## config.mk

```make
export PLATFORM = sky130hd
export DESIGN_NAME = mem_port_arbiter
export DESIGN_NICKNAME = d
export VERILOG_FILES = /design/src/rtl/mem_port_arbiter.sv
export SDC_FILE = /design/constraint.sdc
export NUM_CORES = 1
export LEC_CHECK = 0
export BUFFER_PORTS_ARGS = -buffer_cell sky130_fd_sc_hd__buf_2
export CORE_MARGIN = 1.5
export CORE_UTILIZATION = 44
export DETAILED_ROUTE_END_ITERATION = 10
export PLACE_DENSITY = 0.77
export RECOVER_POWER = 100
export SLEW_MARGIN = 20
export SYNTH_ARGS = -nofsm -noshare
export SYNTH_HDL_FRONTEND = slang
export SYNTH_SLANG_ARGS = --single-unit
```

## constraint.sdc

```tcl
create_clock -name clk -period 1.68 [get_ports clk]
set_clock_uncertainty 0.05 [all_clocks]
set_input_delay 0.42 -clock clk [delete_from_list [all_inputs] [get_ports clk]]
set_output_delay 0.42 -clock clk [all_outputs]
set_load 0.005 [all_outputs]
```

## src/rtl/mem_port_arbiter.sv

```systemverilog
// Arbitrates one single-ported memory between instruction fetch and data access.
// Each pipeline advance runs an optional data access, then an optional fetch, then releases stall for one cycle.
module mem_port_arbiter #(
  parameter int AW       = 32,
  parameter int DW       = 32,
  parameter int MAX_WAIT = 15
) (
  input  logic          clk,
  input  logic          reset_n,
  input  logic          if_req,
  input  logic [AW-1:0] if_addr,
  output logic [DW-1:0] if_rdata,
  output logic          if_valid,
  input  logic          d_req,
  input  logic          d_we,
  input  logic [AW-1:0] d_addr,
  input  logic [DW-1:0] d_wdata,
  output logic [DW-1:0] d_rdata,
  output logic          d_done,
  output logic          stall,
  output logic          m_req,
  output logic          m_we,
  output logic [AW-1:0] m_addr,
  output logic [DW-1:0] m_wdata,
  input  logic [DW-1:0] m_rdata,
  input  logic          m_ready,
  output logic          err
);

  localparam int CW = $clog2(MAX_WAIT + 1);

  typedef enum logic [2:0] {
    S_IDLE,
    S_DACC,
    S_IACC,
    S_DONE,
    S_ERR
  } state_t;

  state_t        r_state, w_state_next;
  logic          r_m_req, w_m_req_next;
  logic          r_m_we, w_m_we_next;
  logic [AW-1:0] r_m_addr, w_m_addr_next;
  logic [DW-1:0] r_m_wdata, w_m_wdata_next;
  logic [DW-1:0] r_if_rdata, w_if_rdata_next;
  logic [DW-1:0] r_d_rdata, w_d_rdata_next;
  logic          r_if_pend, w_if_pend_next;
  logic          r_d_ran, w_d_ran_next;
  logic [CW-1:0] r_wait, w_wait_next;
  logic          w_timeout;

  // Ready in the last allowed cycle still completes; only a missing ready times out.
  assign w_timeout = (r_wait == CW'(MAX_WAIT - 1));

  always_ff @(posedge clk or negedge reset_n) begin
    if (!reset_n) begin
      r_state    <= S_IDLE;
      r_m_req    <= 1'b0;
      r_m_we     <= 1'b0;
      r_m_addr   <= '0;
      r_m_wdata  <= '0;
      r_if_rdata <= '0;
      r_d_rdata  <= '0;
      r_if_pend  <= 1'b0;
      r_d_ran    <= 1'b0;
      r_wait     <= '0;
    end else begin
      r_state    <= w_state_next;
      r_m_req    <= w_m_req_next;
      r_m_we     <= w_m_we_next;
      r_m_addr   <= w_m_addr_next;
      r_m_wdata  <= w_m_wdata_next;
      r_if_rdata <= w_if_rdata_next;
      r_d_rdata  <= w_d_rdata_next;
      r_if_pend  <= w_if_pend_next;
      r_d_ran    <= w_d_ran_next;
      r_wait     <= w_wait_next;
    end
  end

  always_comb begin
    w_state_next    = r_state;
    w_m_req_next    = r_m_req;
    w_m_we_next     = r_m_we;
    w_m_addr_next   = r_m_addr;
    w_m_wdata_next  = r_m_wdata;
    w_if_rdata_next = r_if_rdata;
    w_d_rdata_next  = r_d_rdata;
    w_if_pend_next  = r_if_pend;
    w_d_ran_next    = r_d_ran;
    w_wait_next     = r_wait;

    case (r_state)
      S_IDLE: begin
        w_wait_next = '0;
        if (d_req) begin
          w_state_next   = S_DACC;
          w_m_req_next   = 1'b1;
          w_m_we_next    = d_we;
          w_m_addr_next  = d_addr;
          w_m_wdata_next = d_wdata;
          w_if_pend_next = if_req;
          w_d_ran_next   = 1'b1;
        end else if (if_req) begin
          w_state_next   = S_IACC;
          w_m_req_next   = 1'b1;
          w_m_we_next    = 1'b0;
          w_m_addr_next  = if_addr;
          w_if_pend_next = 1'b1;
          w_d_ran_next   = 1'b0;
        end
      end

      S_DACC: begin
        if (m_ready) begin
          if (!r_m_we) begin
            w_d_rdata_next = m_rdata;
          end
          w_wait_next = '0;
          if (r_if_pend) begin
            // Back-to-back: request stays high while the address switches to the fetch.
            w_state_next  = S_IACC;
            w_m_we_next   = 1'b0;
            w_m_addr_next = if_addr;
          end else begin
            w_state_next = S_DONE;
            w_m_req_next = 1'b0;
            w_m_we_next  = 1'b0;
          end
        end else if (w_timeout) begin
          w_state_next = S_ERR;
          w_m_req_next = 1'b0;
          w_m_we_next  = 1'b0;
        end else begin
          w_wait_next = r_wait + 1'b1;
        end
      end

      S_IACC: begin
        if (m_ready) begin
          w_if_rdata_next = m_rdata;
          w_state_next    = S_DONE;
          w_m_req_next    = 1'b0;
          w_m_we_next     = 1'b0;
          w_wait_next     = '0;
        end else if (w_timeout) begin
          w_state_next = S_ERR;
          w_m_req_next = 1'b0;
          w_m_we_next  = 1'b0;
        end else begin
          w_wait_next = r_wait + 1'b1;
        end
      end

      S_DONE: begin
        w_state_next = S_IDLE;
      end

      S_ERR: begin
        w_m_req_next = 1'b0;
        w_m_we_next  = 1'b0;
      end

      default: begin
        w_state_next = S_IDLE;
        w_m_req_next = 1'b0;
        w_m_we_next  = 1'b0;
      end
    endcase
  end

  // Pipeline advances only on the DONE cycle or when nothing is requested in IDLE.
  always_comb begin
    stall = 1'b1;
    if (r_state == S_DONE) begin
      stall = 1'b0;
    end else if ((r_state == S_IDLE) && !if_req && !d_req) begin
      stall = 1'b0;
    end
  end

  assign if_valid = (r_state == S_DONE) && r_if_pend;
  assign d_done   = (r_state == S_DONE) && r_d_ran;
  assign err      = (r_state == S_ERR);
  assign m_req    = r_m_req;
  assign m_we     = r_m_we;
  assign m_addr   = r_m_addr;
  assign m_wdata  = r_m_wdata;
  assign if_rdata = r_if_rdata;
  assign d_rdata  = r_d_rdata;

endmodule

```

==> flow_summary_export.csv, run 1 <==
group,metric,value,unit
cts,cts_tree,"done",
setup_path,cp-start-kind,"flop",
sta,rsz0062_at_grt,"true",
power_and_ir_drop,power_density,1890,nW/um^2
synth,post_synth_num_cell_types,45,
sta,report.final.slew_viol_count,0,
drt,via_per_inst,5.36,
final_layout,drive_gt1_share,52.6,%
cts,cts_sinks,139,
power_and_ir_drop,p_total,18.1,mW
synth,synth_edf_count,0,
power_and_ir_drop,p_leak,4.45,nW
floorplanning,dieArea,15700,um^2
drt,routed-via-count,5374,
placement,place_area,8330,um^2
sta,slew_headroom,52.9,%
cts,numCtsBuffers,17,
synth,dominantRegCellSynth,"dfrtp_1",
drt,drtAntennaViolNets,0,
cts,path_clk_slew,0.06,ns
final_layout,finalNonFillerCells,1002,
final_layout,final_area,9560,um^2
drt,remaining_drc_errors,0,
power_and_ir_drop,ir_drop,1210,uV
cts,max-clock-path-buffers,2,
synth,ys.warnings.count,0,
placement,gp_congestion,0.800,
sta,finalSetupViolCount,135,
setup_path,cp.arrival,1.45,ns
synth,seq_area_frac_synth,52.8,%
synth,synth_seq_cells,139,
floorplanning,ios,268,
placement,place_inst,941,
global_route,gr-total-overflow,0,
placement,hpwlAfterDp,12100,um
setup_path,timing.rr.end,"if_rdata[8]",
hold_path,holdCritPathClass,"in2reg",
drt,drt_pass1_iterations,4,
cts,clock_latency,0.42,ns
global_route,antenna_found_initial,0,
sta,fin_crit,1.92,ns
drt,drt_iter0_markers,306,
setup_path,path_class,"reg2out",
setup_path,required,1.21,ns
cts,h-tree-depth,4,
sta,post-route-period-util,114,%
global_route,grt_pass1_wl,29900,um
setup_path,endpoint,"stall",
floorplanning,fp.coreArea,14600,um^2
setup_path,r2r_cells,6,
synth,synth_area,6590,um^2
final_layout,diodes,0,
global_route,grt_use_met3,5.09,%
global_route,grt_max_degree,40,
final_layout,final_nets,941,
cts,clock-root-buffer,"clkbuf_16",
setup_path,startpoint,"r_state[0]",
global_route,track_usage,24.1,%
floorplanning,start_util,45.1,%
setup_path,crit_fanout,3,
setup_path,r2r-start,"r_state[0]",
run_status,status,"finished, violations left",
global_route,grt-busiest-layer,"met2",
drt,wl_per_cell,19.5,um
drt,wirelength,19500,um
synth,netlist_instances,501,
global_route,grt_pass1_vias,5836,
run_status,violations,"negative setup slack",
sta,max_freq,521,MHz
final_layout,layout-area-overhead-vs-synth,45.1,%
sta,tightest_slew,0.706,ns
floorplanning,die-height,125,um
sta,finalHoldViolations,0,
final_layout,fillers,1068,
global_route,grtUsageMet2,43.2,%
synth,synth.avg_cell_area,13.1,um^2
global_route,use_met1,28.1,%
setup_path,r2r_slack,-0.22,ns
floorplanning,rows,44,
synth,async_flop_share,100,%
setup_path,end_kind,"output pin",
job,cap_viol_max_count,0,
sta,fin_ws,-0.241,ns
synth,syn_nets,637,
placement,io_buffer_count,267,
floorplanning,die_w,125,um
-- cell usage in the layout (no fill, tap or decap), types with 2 or more instances in the layout --
master	count
o211ai_1	34
and3_4	2
nor2b_1	3
nand2_1	34
buf_16	7
o21bai_1	2
inv_6	2
mux2_2	56
nand3_1	3
clkinv_4	2
clkbuf_16	21
buf_4	18
clkinvlp_4	3
nor2_1	2
a21oi_1	6
or4bb_1	31
buf_2	194
o31ai_1	2
buf_1	3
dfrtp_1	139
mux2_4	71
clkbuf_1	69
nor3b_4	2
and2_4	2
nor4_4	2
nand2b_1	32
inv_1	7
o21ai_1	2
clkinv_2	4
buf_6	17
ha_1	2
o21ai_0	4
buf_12	11
-- cells in the mapped netlist, types with 2 or more instances --
library cell  count  area [um^2]
a21o_1            2         15.0
a21oi_1           7         35.0
and2_1            2         12.5
and3_1            3         18.8
and4bb_2          2         25.0
buf_2            12         60.1
buf_4             3         22.5
buf_6             5         56.3
clkbuf_1         17         63.8
dfrtp_1         139         3480
ha_1              2         25.0
inv_1             8         30.0
mux2_1           13          146
mux2_2           95         1070
mux2_4           20          300
nand2_1          34          128
nand2b_1         32          200
nand3_1           3         15.0
nor2_1            2         7.51
nor2b_1           3         18.8
nor3_1            2         10.0
o211ai_1         34          255
o21ai_0           6         30.0
o21bai_1          2         15.0
o31ai_1           3         22.5
or4bb_1          31          349
-- worst max-delay path, stage by stage (launching register included) --
cell and delay, ns:
dfrtp_1 0.40, buf_6 0.14, nor4_4 0.27, o21ai_1 0.09, buf_2 0.13
-- cells by family after synthesis --
| family | synth area share (%) |
|---|---|
| muxes | 23.0 |
| buffers and inverters | 3.67 |
| AOI/OAI and AO/OA | 6.29 |
| DFF | 52.8 |
| and+or+nand+nor | 13.7 |
| xor gates and xnor gates | 0.133 |
| adders and majority gates | 0.380 |
-- stage by stage --
| stage | utilization (%) | hold WS, ns | TNS [ns] | setup slack (ns) |
|---|---|---|---|---|
| detailed placement | 57.1 | 0.264 | -5.34 | -0.109 |
| CTS | 64.3 | 0.168 | -14.14 | -0.235 |
| finish | 65.5 | 0.175 | -16.30 | -0.241 |
| floorplan | - | 0.0744 | -2.01 | -0.0810 |
| global route | 65.5 | 0.165 | -22.90 | -0.302 |
| global placement | 57.1 | 0.258 | -3.07 | -0.0566 |
-- worst min-delay path by stage --
stage | from | endpoint | slack [ns] | depth (start not counted)
finish | d_wdata[31] | m_wdata[31] | 0.17 | 2
global placement | reset_n | if_rdata[4] | 0.26 | 1
detailed placement | reset_n | d_rdata[4] | 0.26 | 1
CTS | d_wdata[26] | m_wdata[26] | 0.17 | 2
global route | d_wdata[31] | m_wdata[31] | 0.16 | 2
floorplan | reset_n | d_rdata[0] | 0.07 | 0
-- flip-flops by register name, summed over array words and instances (netlist names) --
signal and count:
r_d_ran 1, m_req 1, d_rdata 32, m_we 1, r_wait 4, if_rdata 32
r_state 3, m_addr 32, r_if_pend 1, m_wdata 32
-- repair_timing --
| action | in CTS | in global routing |
|---|---|---|
| hold buffers | 1 | 0 |
| setup buffers | 10 | 5 |
| gates cloned | 8 | 5 |
| gates resized for setup | 57 | 30 |
| endpoints found under the setup margin | 107 | 140 |
| pin swaps | 4 | 6 |
| hold endpoints to repair | 25 | 0 |
-- layer usage --
layer	routed length, um	vias to the layer above
met3	942	39
met4	499	0
met1	7900	2693
met2	10200	211
met5	0	-
li1	-	2431
-- power breakdown --
group          switching, mW  internal, mW  leakage, nW
combinational           3.42          5.03         2.52
clock                   1.50          2.04        0.265
sequential              1.04          5.06         1.66
-- layout make-up --
type	count	area (um^2)	area share (%)
Clock inverter	13	119	1.24
Tap cell	184	230	2.41
Inverter	8	30.0	0.314
Sequential cell	139	3480	36.4
Clock buffer	19	433	4.53
Multi-Input combinational cell	315	3150	32.9
Timing Repair Buffer	324	2120	22.2
(Power assumes the default switching activity.)
==> run 2: changes to the inputs <==
--- a/config.mk
+++ b/config.mk
@@ -6,8 +6,10 @@
 export NUM_CORES = 1
 export LEC_CHECK = 0
 export BUFFER_PORTS_ARGS = -buffer_cell sky130_fd_sc_hd__buf_2
+export CELL_PAD_IN_SITES_DETAIL_PLACEMENT = 1
+export CELL_PAD_IN_SITES_GLOBAL_PLACEMENT = 2
 export CORE_MARGIN = 1.5
-export CORE_UTILIZATION = 44
+export CORE_UTILIZATION = 28
 export DETAILED_ROUTE_END_ITERATION = 10
 export PLACE_DENSITY = 0.77
 export RECOVER_POWER = 100
==> flow_summary_export.csv, run 2 (synthesis results as in run 1) <==
group,metric,value,unit
sta,post-route-period-util,118,%
floorplanning,rows,55,
final_layout,finalNonFillerCells,1155,
power_and_ir_drop,p_leak,4.78,nW
drt,drt_iter0_markers,244,
cts,numCtsBuffers,17,
global_route,antenna_found_initial,2,
sta,fin_setup_tns,-16.90,ns
floorplanning,die_w,156,um
global_route,grt_max_degree,46,
sta,finalHoldViolations,0,
cts,clock_latency,0.41,ns
final_layout,regArea,3480,um^2
setup_path,path_class,"reg2reg",
cts,path_clk_slew,0.07,ns
sta,fin_ws,-0.308,ns
drt,wirelength,22700,um
setup_path,end_kind,"flop",
sta,finalSetupViolCount,109,
power_and_ir_drop,ir_drop,666,uV
floorplanning,start_util,28.8,%
placement,io_buffer_count,267,
global_route,gr-total-overflow,0,
power_and_ir_drop,power_density,1940,nW/um^2
hold_path,hold_depth,2,
setup_path,r2r_cells,8,
sta,slew_headroom,30.3,%
final_layout,final_nets,964,
final_layout,multi_input_area,3430,um^2
floorplanning,dieArea,24500,um^2
run_status,violations,"negative setup slack",
cts,max-clock-path-buffers,2,
drt,via_per_inst,4.70,
sta,rsz0062_at_grt,"true",
drt,wl_per_cell,19.6,um
run_status,status,"finished, violations left",
cts,clock-root-buffer,"clkbuf_16",
drt,drtAntennaViolNets,0,
sta,tightest_slew,1.05,ns
placement,place_inst,1083,
floorplanning,die-height,156,um
global_route,grt_pass1_vias,5943,
floorplanning,ios,268,
job,cap_viol_max_count,0,
final_layout,fillers,2517,
setup_path,cp-start-kind,"flop",
global_route,grt_pass1_wl,34000,um
setup_path,r2r_slack,-0.31,ns
drt,drt_pass1_iterations,4,
cts,cts_sinks,139,
final_layout,final_common_cell,"buf_2",
hold_path,holdCritPathClass,"in2reg",
global_route,track_usage,18.2,%
power_and_ir_drop,p_total,19.9,mW
final_layout,drive_gt1_share,54.0,%
final_layout,layout-area-overhead-vs-synth,55.7,%
floorplanning,fp.coreArea,22800,um^2
sta,report.final.slew_viol_count,0,
sta,fin_crit,1.99,ns
cts,cts_tree,"done",
sta,max_freq,503,MHz
setup_path,cp.arrival,2.23,ns
drt,routed-via-count,5426,
drt,remaining_drc_errors,0,
setup_path,required,1.92,ns
placement,hpwlAfterDp,14200,um
cts,h-tree-depth,4,
placement,gp_congestion,0.719,
final_layout,layout_common_cells,"180 x buf_2, 137 x dfrtp_1, 128 x mux2_4, 84 x clkbuf_1, 34 x o211ai_1",
setup_path,crit_fanout,5,
[run 2: final timing paths]
check,startpoint,end
setup / recovery,r_state[0],m_wdata[12]
hold / removal,d_wdata[11],m_wdata[11]
setup reg to reg,r_state[0],m_wdata[12]
hold reg to reg,r_d_ran,r_d_ran
max in group asynchronous,reset_n,if_rdata[12]
min in group asynchronous,reset_n,d_rdata[1]
[run 2: final cells by class]
type	count	share of cell area [%]
multi-input cells	315	33.4
clock inverters	14	1.53
repair buffers	347	22.7
inverters	8	0.293
diodes	1	0.0244
flip-flops and latches	139	33.9
clock buffers	18	4.28
well taps	313	3.82
[run 2: metal layers]
layer | global-route usage [%] | wire length (um) | share of wire, % | up-vias
li1 | - | - | - | 2477
met1 | 22.7 | 9820 | 43 | 2768
met2 | 31.0 | 11400 | 50 | 158
met3 | 4.51 | 1080 | 4.8 | 21
met4 | 5.26 | 402 | 1.8 | 2
met5 | 0 | 16 | 0.071 | -
[run 2: repair_timing]
action                                  CTS  global route
gates resized for setup                 116            81
endpoints found under the hold margin    34             0
hold buffers                              1             0
gates cloned                             13             2
pin swaps                                22            20
endpoints found under the setup margin  136           141
buffers inserted                         23             7
[run 2: where the power goes]
group	internal [mW]	switching, mW
Combinational	6.06	3.93
Clock	2.15	1.65
Sequential	5.06	1.03
[run 2: critical path, cell delays in order, from the launching register on]
cell and delay, ns:
dfrtp_2 0.42, buf_6 0.13, buf_6 0.12, buf_6 0.11, nor4b_4 0.31, buf_4 0.20, buf_12 0.12, buf_16 0.12
mux2_4 0.29
[run 2: metrics by stage]
step | setup slack (ns) | hold WS (ns) | util, % | area [um^2]
6_report | -0.308 | 0.181 | 44.9 | 10300
5_1_grt | -0.372 | 0.165 | 44.9 | 10300
4_1_cts | -0.331 | 0.160 | 44.1 | 10100
3_5_place_dp | -0.132 | 0.313 | 37.4 | 8540
3_3_place_gp | -0.0746 | 0.308 | 37.4 | 8540
2_1_floorplan | -0.0810 | 0.0744 | - | 6620
==> run 3: changes to the inputs <==
--- a/config.mk
+++ b/config.mk
@@ -8,6 +8,7 @@
 export BUFFER_PORTS_ARGS = -buffer_cell sky130_fd_sc_hd__buf_2
 export CELL_PAD_IN_SITES_DETAIL_PLACEMENT = 1
 export CELL_PAD_IN_SITES_GLOBAL_PLACEMENT = 2
+export CORE_ASPECT_RATIO = 1.2
 export CORE_MARGIN = 1.5
 export CORE_UTILIZATION = 28
 export DETAILED_ROUTE_END_ITERATION = 10
==> flow_summary_export.csv, run 3 (synthesis results as in run 1) <==
group,metric,value,unit
drt,wirelength,22300,um
final_layout,final_common_cell,"buf_2",
global_route,grt_pass1_vias,5962,
setup_path,cp.arrival,1.54,ns
setup_path,path_class,"reg2out",
power_and_ir_drop,pwr-share-comb,47.5,%
placement,hpwlAfterDp,14100,um
floorplanning,die_w,143,um
global_route,gr-total-overflow,0,
sta,fin_crit,2.01,ns
global_route,grtUsageMet2,32.3,%
power_and_ir_drop,p_clk_share,21.4,%
sta,slew_headroom,43.7,%
hold_path,holdCritPathClass,"in2reg",
cts,max-clock-path-buffers,2,
global_route,use_met1,21.8,%
final_layout,post-route-util,43.8,%
power_and_ir_drop,ir_drop,798,uV
global_route,grt_use_met3,4.81,%
drt,drt_iter0_markers,160,
cts,path_clk_slew,0.07,ns
setup_path,cp_slowest_cell,"dfrtp_2",
job,cap_viol_max_count,0,
run_status,status,"finished, violations left",
setup_path,crit_chain,"buf_12 -> buf_8 -> and2_4 -> and3_4 -> buf_6",
placement,gp_congestion,0.728,
floorplanning,fp.coreArea,23100,um^2
sta,rsz0062_at_grt,"true",
cts,cts_tree,"done",
drt,drt_pass1_iterations,4,
power_and_ir_drop,swShare,32.8,%
setup_path,end_kind,"output pin",
power_and_ir_drop,pwr-share-seq,31.1,%
sta,fin_setup_tns,-25.06,ns
global_route,antenna_found_initial,0,
sta,fin_ws,-0.333,ns
final_layout,layout_common_cells,"175 x buf_2, 136 x dfrtp_1, 99 x mux2_4, 89 x clkbuf_1, 41 x buf_4",
final_layout,layout-area-overhead-vs-synth,53.8,%
sta,report.final.slew_viol_count,0,
sta,max_freq,497,MHz
sta,finalSetupViolCount,136,
global_route,track_usage,18.1,%
final_layout,drive_gt1_share,53.0,%
placement,io_buffer_count,267,
power_and_ir_drop,power_density,1920,nW/um^2
power_and_ir_drop,p_int,13.0,mW
final_layout,fillers,2499,
global_route,grt_max_degree,48,
placement,place_inst,1083,
final_layout,finalNonFillerCells,1156,
cts,clock_latency,0.41,ns
global_route,grt-busiest-layer,"met2",
setup_path,slowest_delay,0.45,ns
floorplanning,dieArea,24500,um^2
drt,routed-via-count,5435,
drt,wl_per_cell,19.3,um
floorplanning,die-height,171,um
final_layout,final_nets,963,
placement,dpl_worst_slack,-0.111,ns
power_and_ir_drop,p_sw,6.37,mW
floorplanning,ios,268,
sta,post-route-period-util,120,%
drt,remaining_drc_errors,0,
setup_path,worst-path-buf-inv,3,
setup_path,cp-start-kind,"flop",
run_status,violations,"negative setup slack",
power_and_ir_drop,p_leak,4.66,nW
setup_path,crit_fanout,4,
floorplanning,rows,61,
global_route,grt_pass1_wl,33700,um
setup_path,required,1.21,ns
floorplanning,start_util,28.5,%
setup_path,crit_family,"flip-flops",
sta,tightest_slew,0.845,ns
drt,drtAntennaViolNets,0,
cts,cts_sinks,139,
cts,clock-root-buffer,"clkbuf_16",
cts,h-tree-depth,4,
drt,via_per_inst,4.70,
cts,numCtsBuffers,17,
sta,finalHoldViolations,0,
[run 3: cell types whose count changed in the layout (fill, tap and decap cells not counted), moves of 2 or more]
cell       change
bufinv_16      +2
clkbuf_1       +5
mux2_4        -29
buf_12         -3
buf_2          -5
buf_16         +2
buf_8          +2
buf_4         +15
mux2_2        +29
buf_6         -19
clkinv_4       -3
[run 3: power groups by stage]
stage | clock, mW | combinational, mW | sequential [mW]
floorplan | 0 | 3.84 | 6.06
global placement | 0 | 7.11 | 5.95
detailed placement | 0 | 7.24 | 5.98
CTS | 4.26 | 9.09 | 5.99
global route | 4.41 | 9.93 | 6.26
finish | 4.15 | 9.22 | 6.03
[run 3: area by class of cell]
class	instances	area, um^2	area share (%)
well taps	315	394	3.89
repair buffers	346	2280	22.5
clock buffers	17	425	4.20
diodes	1	2.50	0.0247
multi-input cells	315	3300	32.6
flip-flops and latches	139	3480	34.4
inverters	8	30.0	0.296
clock inverters	15	221	2.19
[run 3: worst reg2reg max path, delay by kind of cell, from the launching register on]
family	cells	cell delay, ns
simple gates	1	0.32
buf+inv	3	0.55
flops	1	0.42
compound gates	1	0.18
mux	1	0.33
[run 3: routing by layer]
metal	vias up	wire (um)
li1	2467	-
met1	2770	9300
met2	185	11500
met3	13	1390
met4	0	165
met5	-	0
[run 3: through the flow]
step	power, mW	instance area, um^2	hold slack, ns
finish	19.4	10100	0.177
CTS	19.3	10000	0.159
global placement	13.1	8550	0.277
global route	20.6	10100	0.153
floorplan	9.89	6620	0.0744
detailed placement	13.2	8550	0.278
[run 3: worst paths after layout]
kind,startpoint,end,slack (ns),cells after the start
hold / removal,d_wdata[8],m_wdata[8],0.18,2
min in group asynchronous,reset_n,m_addr[0],0.59,2
setup reg to reg,r_state[0],m_addr[11],-0.29,6
max in group asynchronous,reset_n,if_rdata[1],0.15,3
hold reg to reg,r_d_ran,r_d_ran,0.45,1
setup / recovery,r_state[1],d_done,-0.33,5
[run 3: what timing repair did]
item | in CTS | in global routing
hold buffers | 1 | 0
gates resized for setup | 98 | 44
pin swaps | 9 | 11
setup buffers | 17 | 13
endpoints found under the setup margin | 132 | 142
gates cloned | 12 | 2
hold endpoints to repair | 25 | 0
